File: src/rtl/led_sipo_rx.sv
// led_sipo_rx: serial-to-parallel LED frame receiver.
//   Captures an LSB-first serial stream framed by an active-low latch strobe,
//   checks the frame length, optionally swaps the two halves back, and holds
//   the last good pattern on led_out. Bad frames are discarded.
// Ports:
//   clk        in   system clock, all logic on posedge
//   rst_n      in   asynchronous active-low reset
//   ser_in     in   serial data, LSB first
//   latch      in   0 for one clk = end of frame, 1 = data bit valid
//   led_out    out  last committed pattern (WIDTH bits)
//   frame_ok   out  one-cycle pulse, led_out updated
//   len_err    out  one-cycle pulse, frame discarded (short or overrun)
//   synced     out  1 while in SHIFT state
// Optional build macro LED_RX_STATS_EN adds saturating 8-bit counters
//   frame_cnt (good frames) and err_cnt (discarded frames).
module led_sipo_rx #(
   parameter int               WIDTH       = 16,
   parameter int               SWAP_HALVES = 1,
   parameter logic [WIDTH-1:0] RESET_LEDS  = '0
) (
   input  logic             clk,
   input  logic             rst_n,
   input  logic             ser_in,
   input  logic             latch,
   output logic [WIDTH-1:0] led_out,
   output logic             frame_ok,
   output logic             len_err,
   output logic             synced
`ifdef LED_RX_STATS_EN
   ,
   output logic [7:0]       frame_cnt,
   output logic [7:0]       err_cnt
`endif
);

   localparam int CW = $clog2(WIDTH + 1);
   localparam logic [CW-1:0] FULL = CW'(WIDTH);

   typedef enum logic {SYNC, SHIFT} state_t;

   state_t           state, state_d;
   logic [WIDTH-1:0] sr, sr_d;
   logic [CW-1:0]    cnt, cnt_d;
   logic [WIDTH-1:0] led_d;
   logic             ok_d, err_d;

   always_ff @(posedge clk or negedge rst_n) begin
      if (!rst_n) begin
         state    <= SYNC;
         sr       <= '0;
         cnt      <= '0;
         led_out  <= RESET_LEDS;
         frame_ok <= 1'b0;
         len_err  <= 1'b0;
      end else begin
         state    <= state_d;
         sr       <= sr_d;
         cnt      <= cnt_d;
         led_out  <= led_d;
         frame_ok <= ok_d;
         len_err  <= err_d;
      end
   end

   always_comb begin
      state_d = state;
      sr_d    = sr;
      cnt_d   = cnt;
      led_d   = led_out;
      ok_d    = 1'b0;
      err_d   = 1'b0;
      case (state)
         SYNC: begin
            cnt_d = '0;
            if (!latch) state_d = SHIFT;
         end
         SHIFT: begin
            if (latch) begin
               if (cnt == FULL) begin
                  // overrun: drop the frame and wait for the next strobe
                  err_d   = 1'b1;
                  cnt_d   = '0;
                  state_d = SYNC;
               end else begin
                  sr_d  = {ser_in, sr[WIDTH-1:1]};
                  cnt_d = cnt + CW'(1);
               end
            end else begin
               cnt_d = '0;
               if (cnt == FULL) begin
                  ok_d = 1'b1;
                  if (SWAP_HALVES != 0)
                     led_d = {sr[WIDTH/2-1:0], sr[WIDTH-1:WIDTH/2]};
                  else
                     led_d = sr;
               end else begin
                  err_d = 1'b1;
               end
            end
         end
         default: state_d = SYNC;
      endcase
   end

   assign synced = (state == SHIFT);

`ifdef LED_RX_STATS_EN
   // counters step on the same edge the corresponding pulse is raised
   always_ff @(posedge clk or negedge rst_n) begin
      if (!rst_n) begin
         frame_cnt <= '0;
         err_cnt   <= '0;
      end else begin
         if (ok_d && frame_cnt != 8'hFF) frame_cnt <= frame_cnt + 8'd1;
         if (err_d && err_cnt != 8'hFF)  err_cnt   <= err_cnt + 8'd1;
      end
   end
`endif

endmodule

File: config.mk
export PLATFORM = sky130hd
export DESIGN_NAME = led_sipo_rx
export DESIGN_NICKNAME = d
export VERILOG_FILES = /design/src/rtl/led_sipo_rx.sv
export SDC_FILE = /design/constraint.sdc
export NUM_CORES = 1
export LEC_CHECK = 0
export BUFFER_PORTS_ARGS = -buffer_cell sky130_fd_sc_hd__buf_2
export CAP_MARGIN = 20
export CORE_AREA = 5 5 62 106
export CTS_CLUSTER_SIZE = 40
export DETAILED_ROUTE_END_ITERATION = 8
export DIE_AREA = 0 0 67 111
export GPL_TIMING_DRIVEN = 1
export PLACE_DENSITY_LB_ADDON = 0.25
export SLEW_MARGIN = 20
export SYNTH_ARGS = -nofsm -noshare
export SYNTH_HDL_FRONTEND = slang
export SYNTH_SLANG_ARGS = --single-unit
File: constraint.sdc
create_clock -name clk -period 3.7 [get_ports clk]
set_input_delay 0.185 -clock clk [delete_from_list [all_inputs] [get_ports clk]]
set_output_delay 0.185 -clock clk [all_outputs]
set_load 0.01 [all_outputs]
; Word-level counts from Yosys, hierarchy flattened
; Cells that the tools add are included.
[totals]
rom_bits = 0
latch_bits = 0
ram_bits = 0
n_memories = 0
wordCells = 25
ff_bits = 40
[op_classes]
n_shift = 0
muxes = 12
addsub = 1
order_cmp = 0
mul = 0
div = 0
reduce_logical = 2
n_eq_ne = 1
bitwise_logic = 3
[ops]
columns = cell, count
row1 = $mux W5, 2
row2 = $pmux W5 S2, 1
row3 = $mux W1, 8
row4 = $reduce_and A3 Y1, 2
row5 = $add A5 B1 Y5 const B, 1
row6 = $eq A5 B5 Y1 const B, 1
row7 = $not A1 Y1, 3
row8 = $pmux W1 S2, 1

; Longest topological paths before layout
[depth]
depth_word = 4
depth_mapped = 7
ltp_nobuf = 6

; Least setup slack after synthesis
; No wires, ideal clock.
[synth_path]
path_kind = register to register
start = reg cnt[0]
end = reg sr[10]
synth_period_minus_slack_ps = 1813
setup_ps = 125
path_buffers = 1
arrival_time_ps = 1689
stages_incl_launch_ff = 8
t_required_ps = 3575
path_slack_ps = 1887
cell_sequence = dfrtp_1 > inv_1 > ha_1 > nand4bb_4 > ha_1 > nand2_1 > buf_2 > mux2_2
[synth_between]
elab_chain_len = 3
[synth_lines]
columns = item, line
row1 = from (decl), 43  ; logic [CW-1:0] cnt, cnt_d;
row2 = from (signal assigned), 58  ; cnt <= cnt_d;
row3 = $eq A5 B5 Y1, 79  ; if (cnt == FULL) begin
row4 = $not A1 Y1 (no source line), n/a
row5 = $reduce_and A3 Y1 (no source line), n/a
row6 = to (signal assigned), 57  ; sr <= sr_d;
row7 = to (decl), 42  ; logic [WIDTH-1:0] sr, sr_d;
; No other way between the ends.
; A chain may end at the register's enable or synchronous reset.

; Worst setup path in the final report
[layout_path]
start = reg cnt[0]
end = reg sr[7]
; Same word-level chain as after synthesis.

==> flow_summary.toml <==
[run_status]
status = "finished clean"

[grt]
use_met1_pct = 8.86
gr-usage-met2_pct = 13.7
first_global_vias = 986
grt_pass1_wl_um = 4640
grt-busiest-layer = "met2"
grt_max_degree = 41
globalRouteTotalUtil_pct = 8.23
antenna_found_initial = 0
grtUsageMet3_pct = 2.43
overflow = 0

[timing]
max_freq_mhz = 500
hold_ws_ps = 17.6
slew_violations = 0
rsz0062_at_grt = "no"
min_period_ps = 2000
fin_crit_sh_pct = 54.0
max_slew_margin_pct = 40.9
setup_ws_ps = 1700
worst_slew_pin_slew_ps = 886
fin_setup_tns_ps = 0
finClkSkew_ps = 8.23
timing_hold_violations_final = 0
finalSetupViolations = 0

[logic_synthesis]
synth_cells = 101
yosysTopAreaCell = "dfrtp_1"
synth_seq_cells = 40
syn_nets = 110
synth_edf_count = 0
synth_warnings = 0
synth_area_um2 = 1630
yosysUniqueCellTypes = 18
yosysTopAreaCellShare_pct = 61.3
post-synth-top-count-cell = "dfrtp_1"
ys_seq_area_share_pct = 61.3
synth.avg_cell_area_um2 = 16.2
ys.flop_type = "dfrtp_1"
synth_top_cells_by_count = "40 x dfrtp_1, 22 x mux2_2, 10 x mux2_4"
ys_top_cells_by_area = "dfrtp_1 61%, mux2_2 15%, mux2_4 9.2%, ha_1 3.8%, nand4bb_4 1.7%"
synthArstFlopShare_pct = 100

[clock_tree]
cts_tree = "yes"
cts-root-buf = "clkbuf_8"
postCtsSetupRepairBufs = 0
cts_buffers = 5
clkLatencyLatePin_ps = 290
cts-resized-gates = 0
cts_sinks = 40
htree_levels = 2
cts_hold_buffers = 0
clkTransAtPathRegs_ps = 80
cts.path.max_buffers = 2

[placed_design]
placed_area_um2 = 1820
post-place-ws_ps = 1680
portBuffers = 22
globalplace.congestion = 0.686
dpl.hpwl_um = 1840

[die]
die_h_um = 111
num_rows = 36
initial_core_util_pct = 29.5
core_um2 = 5540
die-area_um2 = 7440
die_w_um = 67
io_pins = 23

[cells_and_area]
fin_area_um2 = 1980
areaGrowthSynthToFinish_pct = 21.0
nNetsFinal = 136
n_antenna_cell = 0
drive_above_1_share_pct = 50.8

[route]
wl_um = 2640
firstDrtPassIters = 2
viasPerCell = 4.28
vias = 873
drtAntennaViolNets = 0
drc = 0
dr.first_iter.drc_count = 5
wl_per_cell_um = 13.0

[critical_path]
r2r_setup_slack_ps = 1700
path_class = "reg2reg"
worstPathRequired_ps = 3870
reg2reg_depth = 6
r2r_end = "sr[7]"
r2r-start = "cnt[0]"
crit_fanout = 16
crit_end = "sr[7]"
startpoint_type = "register"
setup.worst_path.start = "cnt[0]"
worstPathArrival_ps = 2170
crit_path_end_kind = "register"

[hold_path]
min_path_type = "in2async"

[flow_run]
cap_violations = 0

[pwr]
leakage_nw = 1.02
powerDensity_nw_per_um2 = 577
peakVddDrop_mv = 0.345
==> flip-flops by register name, summed over array words and instances (netlist names) <==
signal	count
len_err	1
synced	1
frame_ok	1
cnt	5
sr	16
led_out	16
==> cells in the final DEF (no fill, tap or decap) <==
master / instances
and3_1: 2
dfrtp_1: 40
buf_2: 22
nand2_1: 1
inv_2: 1
nor2_1: 3
xnor2_1: 2
and2_1: 2
mux2i_1: 1
nand3_1: 3
nand3_4: 1
mux2_4: 10
inv_1: 3
ha_1: 5
bufinv_16: 3
mux2_2: 22
xor2_1: 1
nand4bb_4: 1
clkbuf_8: 5
==> report_power, final <==
group | internal [mW] | switching [mW] | leakage [nW]
Combinational | 0.0612 | 0.0328 | 0.422
Sequential | 0.508 | 0.0505 | 0.516
Clock | 0.337 | 0.151 | 0.0784
==> critical path: stages (launching register included) <==
cell       delay, ps
dfrtp_1          410
inv_1             70
ha_1             190
nand4bb_4        130
ha_1             200
nand2_1          480
mux2_2           410
==> routing by layer <==
metal / vias to the layer above / part of all wire (%)
met1: 451 / 38
met5: - / 0
met3: 7 / 4.7
li1: 399 / -
met4: 0 / 2.8
met2: 16 / 54
==> cell type report <==
type	count	area (µm²)
multi-input combinational	54	597
clock buffer	5	68.8
clock inverter	3	90.1
sequential	40	1000
inverter	4	15.0
fill	550	3560
tap	76	95.1
timing repair buffer	22	110
==> stage by stage <==
step	util [%]	power, mW	instances
floorplan	-	0.627	101
global placement	32.8	0.659	196
finish	35.7	1.14	204
global route	35.7	1.20	204
detailed placement	32.8	0.666	196
CTS	35.7	1.16	204
==> how the worst min path moves through the flow <==
stage	start	endpoint	slack, ps	cells after the start
after global placement	rst_n	synced	350	1
after detailed placement	rst_n	cnt[3]	370	1
after global routing	rst_n	sr[11]	100	1
final	rst_n	cnt[3]	20	1
after floorplan	rst_n	cnt[0]	-110	0
after CTS	rst_n	sr[11]	50	1
==> cells by family after synthesis <==
family | after synthesis | synth area share [%]
xor gates and xnor gates | 3 | 1.61
adders and majority gates | 5 | 3.83
buffers and inverters | 7 | 2.22
DFF | 40 | 61.3
muxes | 33 | 25.0
and+or+nand+nor | 13 | 6.13
(Power assumes the default switching activity.)
